==> src/rtl/prog_pkg.sv <==
// Shared definitions for the program-memory loader and its RAM.
package prog_pkg;

   localparam int unsigned PROG_ADRS_W = 9;
   localparam int unsigned PROG_DATA_W = 12;
   localparam logic [7:0]  LOAD_HDR    = 8'hA5;

   typedef enum logic [3:0] {
      IDLE,
      HDR,
      CNT_HI,
      CNT_LO,
      W_HI,
      W_LO,
      CHK,
      DONE,
      ERR
   } load_state_t;

endpackage

==> src/rtl/prog_loader.sv <==
// Frame receiver that unpacks byte pairs into 12-bit words and writes them into program RAM,
// holding the CPU while a load is in progress.
module prog_loader
   import prog_pkg::*;
#(
   parameter int unsigned ADRS_W      = PROG_ADRS_W,
   parameter int unsigned DATA_W      = PROG_DATA_W,
   parameter int unsigned TIMEOUT_CYC = 1000000
) (
   input  logic              clk,
   input  logic              rst_n,
   input  logic              start,
   input  logic              in_valid,
   input  logic [7:0]        in_byte,
   output logic              in_ready,
   output logic              wr_en,
   output logic [ADRS_W-1:0] wr_adrs,
   output logic [DATA_W-1:0] wr_data,
   output logic              busy,
   output logic              cpu_hold,
   output logic              done,
   output logic              err
);

   localparam int unsigned TMO_W = $clog2(TIMEOUT_CYC);

   load_state_t       state;
   logic [ADRS_W-1:0] count;
   logic [ADRS_W-1:0] adrs;
   logic              cnt_msb;
   logic [3:0]        hi;
   logic [7:0]        csum;
   logic [TMO_W-1:0]  tmo;
   logic              xfer;
   logic              bad_byte;
   logic              timeout;
   logic              fail;

   // Every malformed byte and the idle timeout funnel into one abort path.
   always_comb begin
      in_ready = state inside {HDR, CNT_HI, CNT_LO, W_HI, W_LO, CHK};
      xfer     = in_valid & in_ready;
      timeout  = in_ready & ~xfer & (tmo == TMO_W'(TIMEOUT_CYC - 1));
      bad_byte = 1'b0;
      if (xfer) begin
         case (state)
            HDR:     bad_byte = (in_byte != LOAD_HDR);
            CNT_HI:  bad_byte = |in_byte[7:1];
            W_HI:    bad_byte = |in_byte[7:4];
            CHK:     bad_byte = (in_byte != csum);
            default: bad_byte = 1'b0;
         endcase
      end
      fail = bad_byte | timeout;
   end

   assign cpu_hold = busy;

   always_ff @(posedge clk) begin
      if (!rst_n) begin
         state   <= IDLE;
         busy    <= 1'b0;
         done    <= 1'b0;
         err     <= 1'b0;
         wr_en   <= 1'b0;
         wr_adrs <= '0;
         wr_data <= '0;
         count   <= '0;
         adrs    <= '0;
         cnt_msb <= 1'b0;
         hi      <= '0;
         csum    <= '0;
         tmo     <= '0;
      end else begin
         wr_en <= 1'b0;
         if (in_ready) tmo <= xfer ? '0 : tmo + 1'b1;

         if (fail) begin
            state <= ERR;
            err   <= 1'b1;
            busy  <= 1'b0;
         end else begin
            case (state)
               // DONE/ERR behave like IDLE so a start right after completion is honoured.
               IDLE, DONE, ERR: begin
                  state <= IDLE;
                  if (start) begin
                     state <= HDR;
                     busy  <= 1'b1;
                     done  <= 1'b0;
                     err   <= 1'b0;
                     adrs  <= '0;
                     csum  <= '0;
                     tmo   <= '0;
                  end
               end
               HDR:    if (xfer) state <= CNT_HI;
               CNT_HI: if (xfer) begin
                  cnt_msb <= in_byte[0];
                  state   <= CNT_LO;
               end
               CNT_LO: if (xfer) begin
                  count <= ADRS_W'({cnt_msb, in_byte});
                  state <= W_HI;
               end
               W_HI: if (xfer) begin
                  hi    <= in_byte[3:0];
                  csum  <= csum ^ in_byte;
                  state <= W_LO;
               end
               W_LO: if (xfer) begin
                  csum    <= csum ^ in_byte;
                  wr_en   <= 1'b1;
                  wr_adrs <= adrs;
                  wr_data <= DATA_W'({hi, in_byte});
                  if (adrs == count) begin
                     state <= CHK;
                  end else begin
                     adrs  <= adrs + 1'b1;
                     state <= W_HI;
                  end
               end
               CHK: if (xfer) begin
                  state <= DONE;
                  done  <= 1'b1;
                  busy  <= 1'b0;
               end
               default: state <= IDLE;
            endcase
         end
      end
   end

endmodule
==> config.mk <==
export PLATFORM = sky130hd
export DESIGN_NAME = prog_loader
export DESIGN_NICKNAME = d
export VERILOG_FILES = /design/src/rtl/prog_pkg.sv /design/src/rtl/prog_loader.sv
export SDC_FILE = /design/constraint.sdc
export NUM_CORES = 1
export LEC_CHECK = 0
export BUFFER_PORTS_ARGS = -buffer_cell sky130_fd_sc_hd__buf_4
export CAP_MARGIN = 20
export CELL_PAD_IN_SITES_DETAIL_PLACEMENT = 0
export CELL_PAD_IN_SITES_GLOBAL_PLACEMENT = 1
export CORE_MARGIN = 2
export CORE_UTILIZATION = 47
export DETAILED_ROUTE_END_ITERATION = 6
export GPL_ROUTABILITY_DRIVEN = 0
export GPL_TIMING_DRIVEN = 0
export PLACE_DENSITY_LB_ADDON = 0.1
export SLEW_MARGIN = 30
export SYNTH_ARGS = -nofsm -noshare
export SYNTH_HDL_FRONTEND = slang
export SYNTH_SLANG_ARGS = --single-unit
==> constraint.sdc <==
create_clock -name clk -period 6.1 [get_ports clk]
set_input_delay 0.61 -clock clk [delete_from_list [all_inputs] [get_ports clk]]
set_output_delay 0.61 -clock clk [all_outputs]
set_load 0.02 [all_outputs]
==> results of run 1 <==
==> stage by stage <==
stage | utilization, % | hold WS [ns]
6_report | 56.62 | 0.4630
3_5_place_dp | 53.43 | 0.4517
5_1_grt | 56.62 | 0.4915
3_3_place_gp | 53.43 | 0.4489
2_1_floorplan | - | 0.4406
4_1_cts | 56.62 | 0.4641
==> sequential cells by signal, summed over array words and instances, names as in the netlist, 4 cells and up <==
name and flops:
adrs 9, csum 8, wr_data 12, tmo 20, state 4, count 9
wr_adrs 9, hi 4
==> cell usage after synthesis (2+ instances only) <==
| cell type | count | area [µm²] |
|---|---|---|
| ha_1 | 2 | 25.02 |
| nand2b_1 | 4 | 25.02 |
| nand4_1 | 7 | 43.79 |
| and4_1 | 2 | 17.52 |
| xor2_1 | 28 | 245.2 |
| nand3b_1 | 2 | 15.01 |
| nand3_1 | 18 | 90.09 |
| mux2i_1 | 16 | 160.2 |
| a21oi_1 | 10 | 50.05 |
| a22o_1 | 2 | 17.52 |
| or3_1 | 4 | 25.02 |
| nor4_1 | 3 | 18.77 |
| o21ai_1 | 5 | 25.02 |
| buf_2 | 3 | 15.01 |
| and4b_1 | 3 | 30.03 |
| nor3_1 | 9 | 45.04 |
| a22oi_1 | 2 | 15.01 |
| a21boi_0 | 21 | 157.7 |
| o21a_1 | 7 | 52.55 |
| a211o_1 | 2 | 17.52 |
| clkbuf_1 | 20 | 75.07 |
| o21ai_0 | 3 | 15.01 |
| o211ai_1 | 3 | 22.52 |
| nand2_1 | 64 | 240.2 |
| inv_1 | 8 | 30.03 |
| and2_1 | 3 | 18.77 |
| or4b_1 | 2 | 20.02 |
| xnor2_1 | 14 | 122.6 |
| a31oi_1 | 2 | 12.51 |
| nor2b_1 | 15 | 93.84 |
| nor2_1 | 44 | 165.2 |
| or4_1 | 6 | 45.04 |
| dfxtp_1 | 80 | 1602 |
==> worst max-delay path by stage <==
stage                                from               endpoint  slack (ns)
floorplan                      in_byte[4]     hi[0]$_SDFFE_PN0P_        3.46
global placement               in_byte[4]       err$_SDFFE_PN0P_        3.10
detailed placement             in_byte[4]       err$_SDFFE_PN0P_        3.10
CTS                 state[0]$_SDFFE_PP0P_               in_ready        3.43
global route        state[0]$_SDFFE_PP0P_     tmo[11]$_SDFF_PN0_        3.20
finish                         in_byte[4]  state[1]$_SDFFE_PP0P_        3.47
==> per-layer routing <==
layer  share of wire [%]  vias up  track usage (%)
met5                   0        -                0
met4                 1.1        0            6.250
li1                    -     1579                -
met3                 2.8        7            4.638
met1                  48     1422            27.06
met2                  48       33            34.25
==> layout make-up <==
| class | instances | area (µm²) |
|---|---|---|
| inverter | 9 | 33.78 |
| timing repair buffer | 37 | 277.8 |
| clock buffer | 11 | 141.4 |
| buffer | 24 | 97.59 |
| tap | 102 | 127.6 |
| multi-input combinational | 318 | 1969 |
| fill | 747 | 3334 |
| clock inverter | 5 | 103.9 |
| sequential | 80 | 1602 |
==> logic make-up after synthesis <==
logic type,count (synthesis)
xor gates and xnor gates,42
AOI/OAI and AO/OA,64
and+or+nand+nor,194
muxes,16
adders and majority gates,2
buffers and inverters,33
DFF,80
==> worst max-delay path: stages <==
cell	delay [ns]
buf_4	0.14
or4_1	0.56
or4_1	0.45
a31oi_1	0.21
buf_2	0.25
and4_1	0.29
o211ai_2	0.16
a211oi_2	0.23
==> power breakdown <==
part	total [W]	switching, W	leakage (nW)	internal [W]
Combinational	0.000266	0.000163	0.924	0.000103
Clock	0.000479	0.000195	0.124	0.000283
Sequential	0.000573	0.0000243	0.646	0.000548
Total	0.00132	0.000382	1.69	0.000935
==> impl_metrics.csv, run 1 <==
group,metric,value,unit
clock_network,cts_tree,"built",
power_and_ir_drop,p_total,0.001318,W
timing,finalHoldViolCount,0,
placed_design,pre_cts_ws,3.101,ns
detailed_routing,wl,8.379,mm
synthesis,avgSynthCellArea,8.590,µm²
floorplan,io_pins,39,
synthesis,synth_area,3702,µm²
worst_setup_path,crit_arrival,2.91,ns
final_layout,final_common_cell,"dfxtp_1",
worst_setup_path,criticalPathCategory,"input port to flip-flop",
final_layout,fin_cells,586,
detailed_routing,ant_nets,0,
final_layout,drive_above_1_share,12.81,%
min_path,holdPathEnd,"done$_SDFFE_PN0P_",
clock_network,cts_setup_buffers,0,
synthesis,synth_xor_area_share,9.936,%
power_and_ir_drop,p_per_area,302.7,nW/µm²
timing,grt_setup_unrepaired,"false",
synthesis,synth_compound_gate_area_share,12.27,%
global_routing,grt_overflow,0,
global_routing,grt_pass1_wl,13.88,mm
clock_network,clk_latency,0.35,ns
clock_network,clock-root-buffer,"clkbuf_8",
min_path,hp-start,"done$_SDFFE_PN0P_",
timing,final-setup-viol-count,0,
worst_setup_path,rr_endpoint,"tmo[16]$_SDFF_PN0_",
timing,slew_headroom,55.29,%
placed_design,hpwl,6.011,mm
timing,skew,0.009614,ns
detailed_routing,vias,3041,
timing,setup_tns,0,ns
synthesis,yosysUniqueCellTypes,50,
final_layout,fin_nets,493,
synthesis,yosys_warnings,0,
synthesis,async_reset_ff_share,0,%
placed_design,dpl.cell_count,570,
final_layout,design_area,4353,µm²
synthesis,synth.area.mux_share,4.326,%
clock_network,cts.repair.resized,0,
clock_network,cts_buffer_depth,2,
timing,period_share,43.19,%
detailed_routing,drt-wirelength-per-cell,14.30,µm
clock_network,clkTransAtPathRegs,0.08,ns
timing,min_period,2.635,ns
global_routing,grt_pass1_vias,2826,
synthesis,synth_adder_area_share,0.6759,%
global_routing,grt_antenna_before_repair,0,
synthesis,synth-seq-cells,80,
run_status,status,"complete, no violations",
clock_network,cts_buffers,9,
synthesis,synth-edff-count,0,
worst_setup_path,cp_max_fo,10,
min_path,hold_depth,2,
detailed_routing,drc,0,
power_and_ir_drop,p_leak,1.694,nW
synthesis,synthFlopType,"dfxtp_1",
worst_setup_path,ff2ff_path_depth,8,
clock_network,postCtsHoldBufs,0,
placed_design,io_buffer_count,37,
global_routing,grtUsageTotal,20.71,%
floorplan,num_rows,32,
placed_design,placed_cell_area,4108,µm²
flow_run,cap_violations,0,
final_layout,area_growth_syn_to_layout,17.57,%
worst_setup_path,crit_required,6.38,ns
clock_network,htreeDepth,3,
worst_setup_path,start_kind,"input port",
worst_setup_path,crit_path_end_kind,"flip-flop",
detailed_routing,routed_via_density,5.189,
floorplan,fp.coreArea,7687,µm²
worst_setup_path,r2r_setup_slack,3.59,ns
timing,fmax,0.3796,GHz
worst_setup_path,rr_startpoint,"state[2]$_SDFFE_PP0P_",
synthesis,ys_seq_area_share,43.26,%
final_layout,final_cell_mix,"dfxtp_1 (80), nand2_1 (64), nor2_1 (44)",
timing,layout_setup_ws,3.465,ns
global_routing,grt_max_degree,14,
power_and_ir_drop,vdd_ir_drop_max,0.0001412,V
floorplan,fp.dieW,92.76,µm
synthesis,synth_nets,445,
detailed_routing,drtIter0Drc,83,
synthesis,yosys.area_share.simple,25.99,%
floorplan,die_area,8603,µm²
timing,slew_violations,0,
synthesis,synth_top_family_by_area,"simple AND/OR/NAND/NOR gates",
clock_network,numClockSinks,80,
synthesis,syn_inst,431,
floorplan,die_h,92.76,µm
final_layout,n_antenna_cell,0,
detailed_routing,drt_first_pass_iters,5,
min_path,hold_path_class,"flip-flop to flip-flop",
timing,tightest_slew,0.6614,ns
floorplan,start_util,48.16,%
Power figures use the tool's default switching activity.
==> run 2, diff against run 1 <==
CORE_UTILIZATION = 44   (was 47)
clock period = 2.7 ns   (was 6.1 ns; I/O delays follow)
==> run 2 against run 1 <==
- core utilization fell by 3.7 points
- highest routed layer unchanged
- clock power increased by 110%
- flip-flop and latch count did not move
- via count up 0.39%
- global-route usage down 0.89 points
- die area increased by 6.5%
- critical path type is now flip-flop to flip-flop
- largest cell class unchanged
==> impl_metrics.csv, run 2 (synthesized netlist as in run 1, its figures left out) <==
group,metric,value,unit
final_layout,fin_nets,492,
timing,skew,0.005896,ns
detailed_routing,drt-wirelength-per-cell,14.31,µm
power_and_ir_drop,p_clk_share,34.3,%
detailed_routing,ant_nets,0,
floorplan,fp.dieW,95.73,µm
timing,slew_violations,0,
timing,min_period,2.478,ns
worst_setup_path,criticalPathCategory,"flip-flop to flip-flop",
worst_setup_path,max_stage_delay,0.54,ns
timing,tightest_slew,0.6912,ns
final_layout,multiInputGateArea,1972,µm²
worst_setup_path,cpMostUsedCell,"clkbuf_1",
timing,final-setup-viol-count,0,
final_layout,n_antenna_cell,0,
power_and_ir_drop,vdd_ir_drop_max,0.0003722,V
worst_setup_path,crit_required,2.92,ns
timing,setup_tns,0,ns
power_and_ir_drop,p_total,0.002888,W
global_routing,grt_antenna_before_repair,0,
clock_network,clkTransAtPathRegs,0.08,ns
detailed_routing,drtIter0Drc,91,
clock_network,numClockSinks,80,
final_layout,drive_above_1_share,13.07,%
floorplan,io_pins,39,
final_layout,largest_reg_flops,20,
global_routing,grt_pass1_vias,2860,
clock_network,cts_buffers,9,
worst_setup_path,cp.depth,9,
detailed_routing,routed_via_density,5.201,
final_layout,design_area,4329,µm²
power_and_ir_drop,internal_power,0.002013,W
worst_setup_path,path_buf_inv,3,
worst_setup_path,rr_endpoint,"tmo[19]$_SDFF_PN0_",
run_status,status,"complete, no violations",
clock_network,cts_buffer_depth,2,
worst_setup_path,crit_arrival,2.70,ns
flow_run,cap_violations,0,
detailed_routing,drt_first_pass_iters,4,
worst_setup_path,rr_startpoint,"state[1]$_SDFFE_PP0P_",
worst_setup_path,crit_path_end_kind,"flip-flop",
global_routing,grt_overflow,0,
floorplan,die_h,95.73,µm
worst_setup_path,crit_slowest_cell,"or4_1",
final_layout,final_common_cell,"dfxtp_1",
floorplan,fp.coreArea,8175,µm²
timing,fmax,0.4036,GHz
final_layout,regMostFlops,"tmo",
global_routing,grt_max_degree,14,
power_and_ir_drop,power_switching,0.0008743,W
clock_network,cts_setup_buffers,0,
worst_setup_path,ff2ff_path_depth,9,
worst_setup_path,start_kind,"flip-flop",
final_layout,area_growth_syn_to_layout,16.93,%
clock_network,htreeDepth,3,
worst_setup_path,crit_end,"tmo[19]$_SDFF_PN0_",
min_path,hold_path_class,"input port to flip-flop",
power_and_ir_drop,p_sw_share,30.28,%
final_layout,final_cell_mix,"dfxtp_1 (80), nand2_1 (63), nor2_1 (44)",
power_and_ir_drop,p_leak,1.678,nW
final_layout,reg_top3,"tmo: 20 flops, wr_data: 12 flops",
global_routing,grt_pass1_wl,13.89,mm
timing,period_share,91.76,%
worst_setup_path,crit_family,"simple AND/OR/NAND/NOR gates",
power_and_ir_drop,p_per_area,667.0,nW/µm²
worst_setup_path,crit_start,"state[1]$_SDFFE_PP0P_",
floorplan,num_rows,33,
worst_setup_path,crit_chain,"and2_1 -> clkbuf_1 -> a211o_1 -> clkbuf_1 -> or4_1 -> clkbuf_1 -> nor3_1 -> xnor2_1 -> nor2_1",
detailed_routing,drc,0,
clock_network,clock-root-buffer,"clkbuf_8",
timing,slew_headroom,53.27,%
final_layout,num-fill-cells,812,
clock_network,cts_tree,"built",
power_and_ir_drop,seqPwrFrac,44.8,%
floorplan,start_util,45.29,%
power_and_ir_drop,p_comb_share,20.9,%
placed_design,hpwl,5.996,mm
worst_setup_path,cp_max_fo,9,
global_routing,grtUsageTotal,19.81,%
final_layout,regArea,1602,µm²
detailed_routing,vias,3053,
detailed_routing,wl,8.398,mm
placed_design,placed_cell_area,4111,µm²
worst_setup_path,r2r_setup_slack,0.22,ns
placed_design,io_buffer_count,37,
timing,finalHoldViolCount,0,
floorplan,die_area,9164,µm²
timing,grt_setup_unrepaired,"false",
clock_network,clk_latency,0.35,ns
-- run 2: cell count changes in the layout (fill, tap and decap cells not counted), sizes merged --
cell / change
bufinv: -1
clkbuf: -2
clkinvlp: +1
-- run 2: metal layers --
layer  vias to the layer above  GRT usage [%]  part of all wire [%]
li1                       1575              -                     -
met1                      1415          27.38                    49
met2                        52          30.71                    46
met3                        11          3.524                   3.6
met4                         0          7.857                   1.3
met5                         -              0                     0
-- run 2: through the flow --
step           cells  worst slack (ns)  util [%]  hold slack [ns]
6_report         587            0.2224     52.95           0.1962
2_1_floorplan    431            0.3994         -           0.4095
3_5_place_dp     573           0.07809     50.29           0.4428
5_1_grt          587           0.04489     52.95           0.2150
4_1_cts          588           0.08146     52.97           0.1793
3_3_place_gp     573           0.06996     50.29           0.4394
-- run 2: worst min-delay path by stage --
stage                           start               endpoint  slack [ns]  cells after the start
global route                    start  state[0]$_SDFFE_PP0P_        0.22                      3
finish                          start  state[0]$_SDFFE_PP0P_        0.20                      3
detailed placement  done$_SDFFE_PN0P_      done$_SDFFE_PN0P_        0.44                      2
floorplan                       start  state[0]$_SDFFE_PP0P_        0.41                      2
global placement    done$_SDFFE_PN0P_      done$_SDFFE_PN0P_        0.44                      2
CTS                             start  state[0]$_SDFFE_PP0P_        0.18                      3
-- run 2: worst min-delay path, stage by stage --
cell     delay, ns
buf_4         0.10
a21oi_1       0.06
nor2_1        0.07
-- run 2: area by class of cell --
cell class                      instances  area share [%]
Tap cell                              105           3.035
Sequential cell                        80           36.99
Inverter                                9          0.7803
Multi-Input combinational cell        318           45.55
Timing Repair Buffer                   37           6.416
Clock inverter                          5           1.879
Clock buffer                           10           3.179
Buffer                                 23           2.168
-- run 2: power groups by stage --
stage / Sequential [W] / Clock (W) / Combinational [W]
final: 0.00129 / 0.000990 / 0.000605
after global routing: 0.00130 / 0.00106 / 0.000677
after CTS: 0.00129 / 0.00102 / 0.000607
after detailed placement: 0.00132 / 0 / 0.000602
after global placement: 0.00132 / 0 / 0.000602
after floorplan: 0.00132 / 0 / 0.000432
-- run 2: repair_timing --
action,4_1_cts,5_1_grt
endpoints found under the setup margin,0,10
hold buffers,0,0
hold endpoints to repair,0,0
gates resized for setup,0,1
